## src/rtl/btn_cmd_pkg.sv

```systemverilog
// rtl/btn_cmd_pkg.sv - command codes and helpers shared with the pattern FSM
package btn_cmd_pkg;

    localparam int NUM_BTN = 4;

    typedef logic [NUM_BTN-1:0] cmd_t;

    localparam cmd_t CMD_NONE     = 4'h0;
    localparam cmd_t CMD_GO_S1    = 4'h1;
    localparam cmd_t CMD_GO_S2    = 4'h2;
    localparam cmd_t CMD_BACK_S1  = 4'h4;
    localparam cmd_t CMD_RESET_S0 = 4'h8;

    // Isolate the lowest set bit (bit 0 wins); returns 0 when v is 0.
    function automatic cmd_t lowest_set(input cmd_t v);
        return v & (~v + cmd_t'(1));
    endfunction

endpackage

```

## src/rtl/btn_debounce.sv

```systemverilog
// rtl/btn_debounce.sv - one button: 2-FF synchroniser, debouncer and press detector
//  clk      in  1  clock
//  arst_in  in  1  asynchronous active-low reset
//  btn_raw  in  1  raw button, asynchronous to clk
//  press    out 1  high for one cycle when the debounced level rises
module btn_debounce #(
    parameter int DEBOUNCE_CYCLES = 16
) (
    input  logic clk,
    input  logic arst_in,
    input  logic btn_raw,
    output logic press
);

    localparam int CNT_W = $clog2(DEBOUNCE_CYCLES);

    logic             s1;
    logic             s2;
    logic             deb;
    logic             deb_d;
    logic [CNT_W-1:0] cnt;

    always_ff @(posedge clk or negedge arst_in) begin
        if (!arst_in) begin
            s1    <= 1'b0;
            s2    <= 1'b0;
            deb   <= 1'b0;
            deb_d <= 1'b0;
            cnt   <= '0;
        end else begin
            s1    <= btn_raw;
            s2    <= s1;
            deb_d <= deb;
            // Any sample agreeing with the accepted level restarts the count,
            // so only an unbroken run of DEBOUNCE_CYCLES differing samples flips deb.
            if (s2 == deb) begin
                cnt <= '0;
            end else if (cnt == CNT_W'(DEBOUNCE_CYCLES - 1)) begin
                deb <= s2;
                cnt <= '0;
            end else begin
                cnt <= cnt + CNT_W'(1);
            end
        end
    end

    assign press = deb & ~deb_d;

endmodule

```

## src/rtl/btn_cmd_encoder.sv

```systemverilog
// rtl/btn_cmd_encoder.sv - four bouncy buttons to serialised one-hot command codes
//  clk        in  1  clock
//  arst_in    in  1  asynchronous active-low reset
//  btn_in     in  4  raw buttons, bit i requests command (1<<i)
//  cmd_out    out 4  one-hot command for one cycle, 4'h0 when idle
//  cmd_valid  out 1  high iff cmd_out is non-zero
module btn_cmd_encoder
    import btn_cmd_pkg::*;
#(
    parameter int DEBOUNCE_CYCLES = 16
) (
    input  logic               clk,
    input  logic               arst_in,
    input  logic [NUM_BTN-1:0] btn_in,
    output logic [NUM_BTN-1:0] cmd_out,
    output logic               cmd_valid
);

    cmd_t press;
    cmd_t pend;
    cmd_t cand;
    cmd_t pick;

    for (genvar i = 0; i < NUM_BTN; i++) begin : g_btn
        btn_debounce #(
            .DEBOUNCE_CYCLES(DEBOUNCE_CYCLES)
        ) u_deb (
            .clk     (clk),
            .arst_in (arst_in),
            .btn_raw (btn_in[i]),
            .press   (press[i])
        );
    end

    // Presses that lose arbitration wait in pend; a repeat press of a bit
    // already waiting merges into it.
    assign cand = pend | press;
    assign pick = lowest_set(cand);

    always_ff @(posedge clk or negedge arst_in) begin
        if (!arst_in) begin
            pend      <= CMD_NONE;
            cmd_out   <= CMD_NONE;
            cmd_valid <= 1'b0;
        end else begin
            pend      <= cand & ~pick;
            cmd_out   <= pick;
            cmd_valid <= |pick;
        end
    end

endmodule

```

## config.mk

```make
export PLATFORM = sky130hd
export DESIGN_NAME = btn_cmd_encoder
export DESIGN_NICKNAME = d
export VERILOG_FILES = /design/src/rtl/btn_cmd_pkg.sv /design/src/rtl/btn_debounce.sv /design/src/rtl/btn_cmd_encoder.sv
export SDC_FILE = /design/constraint.sdc
export NUM_CORES = 1
export LEC_CHECK = 0
export CORE_MARGIN = 10
export CORE_UTILIZATION = 55
export CTS_CLUSTER_SIZE = 30
export DETAILED_ROUTE_END_ITERATION = 16
export HOLD_SLACK_MARGIN = 0.05
export PLACE_DENSITY = 0.76
export SLEW_MARGIN = 25
export SYNTH_ARGS = -nofsm -noshare
export SYNTH_HDL_FRONTEND = slang
export SYNTH_SLANG_ARGS = --single-unit
```

## constraint.sdc

```tcl
create_clock -name clk -period 1.6 [get_ports clk]
set_clock_uncertainty 0.15 [all_clocks]
set_input_delay 0.16 -clock clk [delete_from_list [all_inputs] [get_ports clk]]
set_output_delay 0.16 -clock clk [all_outputs]
set_load 0.01 [all_outputs]
```

==> flow_summary.ini, run 1 <==
[status]
status = completed

[global_route]
grt_start_max_net_pins = 41
grt_overflow = 0
grt_use_met1_pct = 11.3
gr-usage-met2_pct = 13.4
use_met3_pct = 5.37
grt_pass1_vias = 873
grt_use_total_pct = 9.36
grt_first_pass_wirelength_mm = 3.90
busiest_layer = met2
antenna_found_initial = 0

[routing]
wl_mm = 2.11
drtIter0Drc = 58
via_per_inst = 5.18
drc = 0
dr.pass1.iters = 4
num_vias = 814
ant_nets = 0
wire_per_inst_um = 13.4

[setup_path]
crit_arrival_ns = 1.20
crit_family = buffers and inverters
cp_slowest_stage_delay_ns = 0.54
worstPathBufferInverterCount = 1
cp.required_ns = 1.29
crit_path_start_kind = flip-flop
crit_type = flip-flop to output pin
end_kind = output pin
critPathMaxFanout = 1
critical-path-slowest-cell = clkdlybuf4s50_1
crit_chain = clkdlybuf4s50_1

[die]
fp.dieW_um = 71.7
io_pins = 11
core_mm2 = 0.00252
initial_core_util_pct = 58.3
die_area_mm2 = 0.00514
fp.dieH_um = 71.7
placementRows = 18

[worst_hold_path]
hold_class = primary input to flip-flop

[run]
max_cap_violations = 0

[logic_synthesis]
synth_cells = 107
ys_seq_elements = 40
yosysSeqAreaShare_pct = 68.0
synth_area_per_cell_um2 = 13.8
yosys_warnings = 0
synth_cell_types = 18
syn_area_mm2 = 0.00147
syn_nets = 117

[placement]
port_buffers = 10
pre_cts_slack_ns = 0.195
hpwl_mm = 1.48
gp_congestion = 0.721

[clock_network]
htree_num_levels = 2
cts-root-buf = clkbuf_4
clk_latency_ns = 0.33
tritoncts = yes
numCtsBuffers = 5
path_clk_slew_ns = 0.11
post_cts_buffers = 0
clockBufferDepth = 2
cts.sinks = 40

[sta]
finalSetupViolCount = 0
slew_headroom_pct = 67.9
tightestPinTransition_ns = 0.481
rsz0062_at_grt = no
post-route-period-util_pct = 94.7
drv_slew = 0
fin_ws_ns = 0.0854
finalCriticalPeriod_ns = 1.51
hold_violations = 0
fmax_mhz = 660
finalSetupTns_ns = 0

[finish]
area_growth_pct = 16.8
num-nets-final = 136
final_util_pct = 68.2
layout-drive-gt1-share_pct = 14.2
fill_cells = 187
antennaDiodeCount = 0

[power_and_ir_drop]
power_density_mw_per_mm2 = 1100
ir_drop_mv = 0.841
power_uw = 1880
leakage_uw = 0.000797
-- power by group --
group / internal (µW) / switching, µW / leakage [µW]
sequential: 1050 / 29.8 / 0.000530
clock: 415 / 302 / 0.0000515
combinational: 45.0 / 47.2 / 0.000215
total: 1510 / 379 / 0.000797
-- flip-flops by register name, indices dropped and copies added (netlist names) --
name,count
cmd_out,4
g_btn.u_deb.s2,4
pend,3
g_btn.u_deb.deb_d,4
cmd_valid,1
g_btn.u_deb.deb,4
g_btn.u_deb.s1,4
g_btn.u_deb.cnt,16
-- layout make-up --
type | count | area (µm²) | share of cell area (%)
Multi-Input combinational cell | 60 | 444 | 25.8
Clock inverter | 1 | 30.0 | 1.75
Tap cell | 30 | 37.5 | 2.18
Timing Repair Buffer | 12 | 115 | 6.70
Inverter | 7 | 26.3 | 1.53
Clock buffer | 7 | 65.1 | 3.78
Sequential cell | 40 | 1000 | 58.2
-- Yosys cell counts, drive strengths merged --
library cell / count / area [µm²]
dfrtp: 40 / 1000
a21oi: 12 / 60.1
xnor2: 8 / 70.1
inv: 7 / 26.3
nor2b: 7 / 51.3
nor2: 6 / 22.5
nand3: 5 / 25.0
ha: 4 / 50.1
mux2: 4 / 45.0
nand4b: 4 / 35.0
o21ai: 4 / 20.0
nor3b: 3 / 27.5
a211oi: 1 / 20.0
a311oi: 1 / 8.76
and3b: 1 / 8.76
-- per-stage QoR --
| step | instances | instance area [µm²] | hold slack (ns) |
|---|---|---|---|
| 2_1_floorplan | 107 | 1470 | -0.286 |
| 3_3_place_gp | 148 | 1610 | 0.0855 |
| 3_5_place_dp | 148 | 1610 | 0.0889 |
| 4_1_cts | 157 | 1720 | 0.0989 |
| 5_1_grt | 157 | 1720 | 0.0948 |
| 6_report | 157 | 1720 | 0.114 |
-- layout by cell type (no fill, tap or decap), types with 4 or more instances in the layout --
cell             instances
a21oi_1                 12
clkbuf_4                 5
clkdlybuf4s50_1          8
dfrtp_1                 40
ha_1                     4
inv_1                    6
mux2_2                   4
nand3_1                  5
nand4b_1                 4
nor2_1                   6
nor2b_1                  6
o21ai_0                  4
xnor2_1                  8
-- kinds of logic (layout without fill, tap and decap cells) --
kind of cell               after synthesis  after routing  share of synthesized area [%]
buffers and inverters                    7             27                           1.79
muxes                                    4              4                           3.06
adders and majority gates                4              4                           3.40
and+or+nand+nor                         26             26                           11.6
DFF                                     40             40                           68.0
xor gates and xnor gates                 8              8                           4.76
AOI/OAI and AO/OA                       18             18                           7.40
-- per-layer routing --
metal,vias up,part of all wire [%],routed length (µm)
met1,386,45,945
met3,4,8.0,169
met5,-,0,0
met4,0,1.4,29
met2,22,46,961
li1,402,-,-
-- path summary, 6_finish.rpt --
check                                                start                        endpoint  slack, ns  cells past startpoint
setup / recovery                      cmd_out[3]$_DFF_PN0_                      cmd_out[3]       0.09                      1
hold / removal                                   btn_in[0]     g_btn[0].u_deb.s1$_DFF_PN0_       0.11                      1
setup reg to reg           g_btn[3].u_deb.cnt[0]$_DFF_PN0_  g_btn[3].u_deb.deb$_DFFE_PN0P_       0.18                      3
hold reg to reg                g_btn[0].u_deb.s1$_DFF_PN0_     g_btn[0].u_deb.s2$_DFF_PN0_       0.21                      0
max in group asynchronous                          arst_in               pend[1]$_DFF_PN0_       0.71                      3
min in group asynchronous                          arst_in  g_btn[3].u_deb.deb_d$_DFF_PN0_       0.25                      3
-- repair_timing --
item                                    in CTS  in global routing
hold buffers                                 1                  0
resized for setup                            0                  1
hold endpoints to repair                    40                  0
endpoints found under the setup margin       0                  1
No activity file was read; power rests on OpenSTA's default activity.
==> run 2: changes to the inputs <==
--- a/config.mk
+++ b/config.mk
@@ -5,6 +5,7 @@
 export SDC_FILE = /design/constraint.sdc
 export NUM_CORES = 1
 export LEC_CHECK = 0
+export CAP_MARGIN = 30
 export CORE_MARGIN = 10
 export CORE_UTILIZATION = 55
 export CTS_CLUSTER_SIZE = 30
==> results of run 2 <==
No change in the layout: final DEF, timing and power equal those of run 1.
==> run 3: changes to the inputs <==
--- a/config.mk
+++ b/config.mk
@@ -5,13 +5,14 @@
 export SDC_FILE = /design/constraint.sdc
 export NUM_CORES = 1
 export LEC_CHECK = 0
+export ABC_AREA = 1
 export CAP_MARGIN = 30
 export CORE_MARGIN = 10
-export CORE_UTILIZATION = 55
+export CORE_UTILIZATION = 56
 export CTS_CLUSTER_SIZE = 30
 export DETAILED_ROUTE_END_ITERATION = 16
 export HOLD_SLACK_MARGIN = 0.05
-export PLACE_DENSITY = 0.76
+export PLACE_DENSITY = 0.77
 export SLEW_MARGIN = 25
 export SYNTH_ARGS = -nofsm -noshare
 export SYNTH_HDL_FRONTEND = slang
==> run 3 against run 2 <==
Net effect:
- core utilization grew 0.35 points
- synthesized area grew 2.4%
- worst hold slack lost 0.011 ns
- highest routed layer unchanged
==> flow_summary.ini, run 3 <==
[worst_hold_path]
whs_endpoint = g_btn[2].u_deb.s1$_DFF_PN0_
hold_class = primary input to flip-flop
worstHoldStart = btn_in[2]
hold_path_depth = 1

[die]
die_area_mm2 = 0.00516
fp.dieH_um = 71.9
fp.dieW_um = 71.9
placementRows = 18
core_mm2 = 0.00252
io_pins = 11
initial_core_util_pct = 59.7

[global_route]
grt_first_pass_wirelength_mm = 4.19
antenna_found_initial = 0
grt_pass1_vias = 1010
grt_start_max_net_pins = 23
grt_overflow = 0
grt_use_total_pct = 10.3

[finish]
mostFrequentLayoutCell = dfrtp_1
final_util_pct = 68.5
largest_register_ffs = 16
area_growth_pct = 14.7
antennaDiodeCount = 0
num-nets-final = 177
fill_cells = 194
fin_cells = 198
most-common-layout-cells = dfrtp_1 (40), nand2_1 (35), inv_1 (20), nor2_1 (20), nand3_1 (10)
layout-drive-gt1-share_pct = 5.36
regMostFlops = g_btn.u_deb.cnt

[setup_path]
crit_arrival_ns = 1.20
cp_slowest_stage_delay_ns = 0.53
end_kind = output pin
timing.rr.start = g_btn[0].u_deb.cnt[0]$_DFF_PN0_
crit_type = flip-flop to output pin
crit_family = buffers and inverters
crit_chain = clkdlybuf4s50_1
cp.required_ns = 1.29
critical-path-slowest-cell = clkdlybuf4s50_1
critPathMaxFanout = 1
regToRegSetupSlack_ns = 0.33
timing.rr.end = g_btn[0].u_deb.cnt[0]$_DFF_PN0_
ff2ff_path_depth = 6
worstPathBufferInverterCount = 1
crit_path_start_kind = flip-flop

[power_and_ir_drop]
netSwitchingPower_uw = 366
combPwrFrac_pct = 5.5
power.internal_uw = 1300
ir_drop_mv = 0.868
seqPwrFrac_pct = 64.4
power_density_mw_per_mm2 = 966
leakage_uw = 0.000909
power.share.clock_pct = 30.1
switching_share_pct = 21.9

[logic_synthesis]
yosys-top-cells-area = dfrtp_1 (66%), nand2_1 (8.7%), inv_1 (5.0%)
synth_cell_types = 12
yosys_warnings = 0
syn_nets = 158
syn_area_mm2 = 0.00151
synthFlopType = dfrtp_1
ys_seq_elements = 40
synth_most_common_cell = dfrtp_1
synth_top_area_share_pct = 66.4
synth_area_per_cell_um2 = 10.2
synth_top_area_cell = dfrtp_1
synth_cells = 148
yosysSeqAreaShare_pct = 66.4
synth_common_cells = dfrtp_1 (40), nand2_1 (35), inv_1 (20), nor2_1 (20), nand3_1 (10)
synth_edf_count = 0
async_flop_share_pct = 100

[sta]
rsz0062_at_grt = no
post-route-period-util_pct = 94.5
tightestPinTransition_ns = 0.455
slew_headroom_pct = 69.7
hold_slack_ns = 0.102
drv_slew = 0
hold_violations = 0
finalSetupViolCount = 0
finalSetupTns_ns = 0
finalCriticalPeriod_ns = 1.51
fmax_mhz = 662

[routing]
drtIter0Drc = 30
num_vias = 1000
drc = 0
ant_nets = 0
dr.pass1.iters = 4
wl_mm = 2.33
via_per_inst = 5.05
wire_per_inst_um = 11.8

[placement]
dp.cells = 189
gp_congestion = 0.806
hpwl_mm = 1.78
port_buffers = 10

[clock_network]
clockBufferDepth = 2
tritoncts = yes
cts.sinks = 40
htree_num_levels = 2
path_clk_slew_ns = 0.11
cts-root-buf = clkbuf_4
numCtsBuffers = 5
cts_resized = 0
post_cts_buffers = 0
clk_latency_ns = 0.33
hold_buffers = 1

[status]
status = completed

[run]
max_cap_violations = 0
## run 3: cell types whose count changed in the layout (fill, tap and decap cells not counted), sizes merged, moves of 4 or more
cell | previous run | this run
mux2 | 4 | 0
nand4b | 4 | 0
nor2 | 6 | 20
inv | 7 | 20
nand2 | 0 | 35
nor2b | 7 | 0
nand4 | 0 | 4
o21ai | 4 | 0
nand3 | 5 | 10
nor3 | 0 | 5
a21oi | 12 | 3
xnor2 | 8 | 3
## run 3: worst max path at each step
stage / start / to / slack (ns) / depth (start not counted)
floorplan: g_btn[0].u_deb.cnt[0]$_DFF_PN0_ / g_btn[0].u_deb.cnt[0]$_DFF_PN0_ / 0.47 / 6
global placement: g_btn[1].u_deb.cnt[0]$_DFF_PN0_ / g_btn[1].u_deb.cnt[0]$_DFF_PN0_ / 0.43 / 6
detailed placement: g_btn[0].u_deb.cnt[0]$_DFF_PN0_ / g_btn[0].u_deb.cnt[2]$_DFF_PN0_ / 0.36 / 4
CTS: cmd_out[0]$_DFF_PN0_ / cmd_out[0] / 0.06 / 1
global route: cmd_out[0]$_DFF_PN0_ / cmd_out[0] / 0.009 / 1
finish: cmd_out[1]$_DFF_PN0_ / cmd_out[1] / 0.09 / 1
## run 3: per-layer routing
layer	vias to the layer above	global-route usage (%)	share of wire [%]
met1	470	10.7	42
met4	0	4.30	0.39
met5	-	0	0
met2	23	16.5	51
li1	505	-	-
met3	2	6.06	6.5
## run 3: power groups by stage
stage	Combinational, µW	Sequential (µW)	Clock [µW]
after floorplan	44.8	1090	0
after global placement	85.7	1090	0
after detailed placement	92.5	1090	0
after CTS	95.1	1070	524
after global routing	107	1080	575
final	91.7	1070	502
## run 3: logic make-up after synthesis
kind of cell	synth area share, %
simple gates	20.8
compound gates	0.996
flops	66.4
buf+inv	4.98
xor+xnor	3.49
fa+ha+maj	3.32
## run 3: stage by stage
step           setup slack, ns  power [µW]  instance area, µm²
3_5_place_dp             0.356        1190                1660
4_1_cts                 0.0639        1690                1730
5_1_grt                0.00853        1760                1730
3_3_place_gp             0.431        1180                1660
2_1_floorplan            0.472        1130                1510
6_report                0.0888        1670                1730
## run 3: final cells by class
type	instances	area (µm²)	share of cell area [%]
Sequential cell	40	1000	57.9
Multi-Input combinational cell	88	430	24.9
Timing Repair Buffer	12	125	7.24
Inverter	20	75.1	4.34
Clock buffer	8	58.8	3.40
Tap cell	30	37.5	2.17
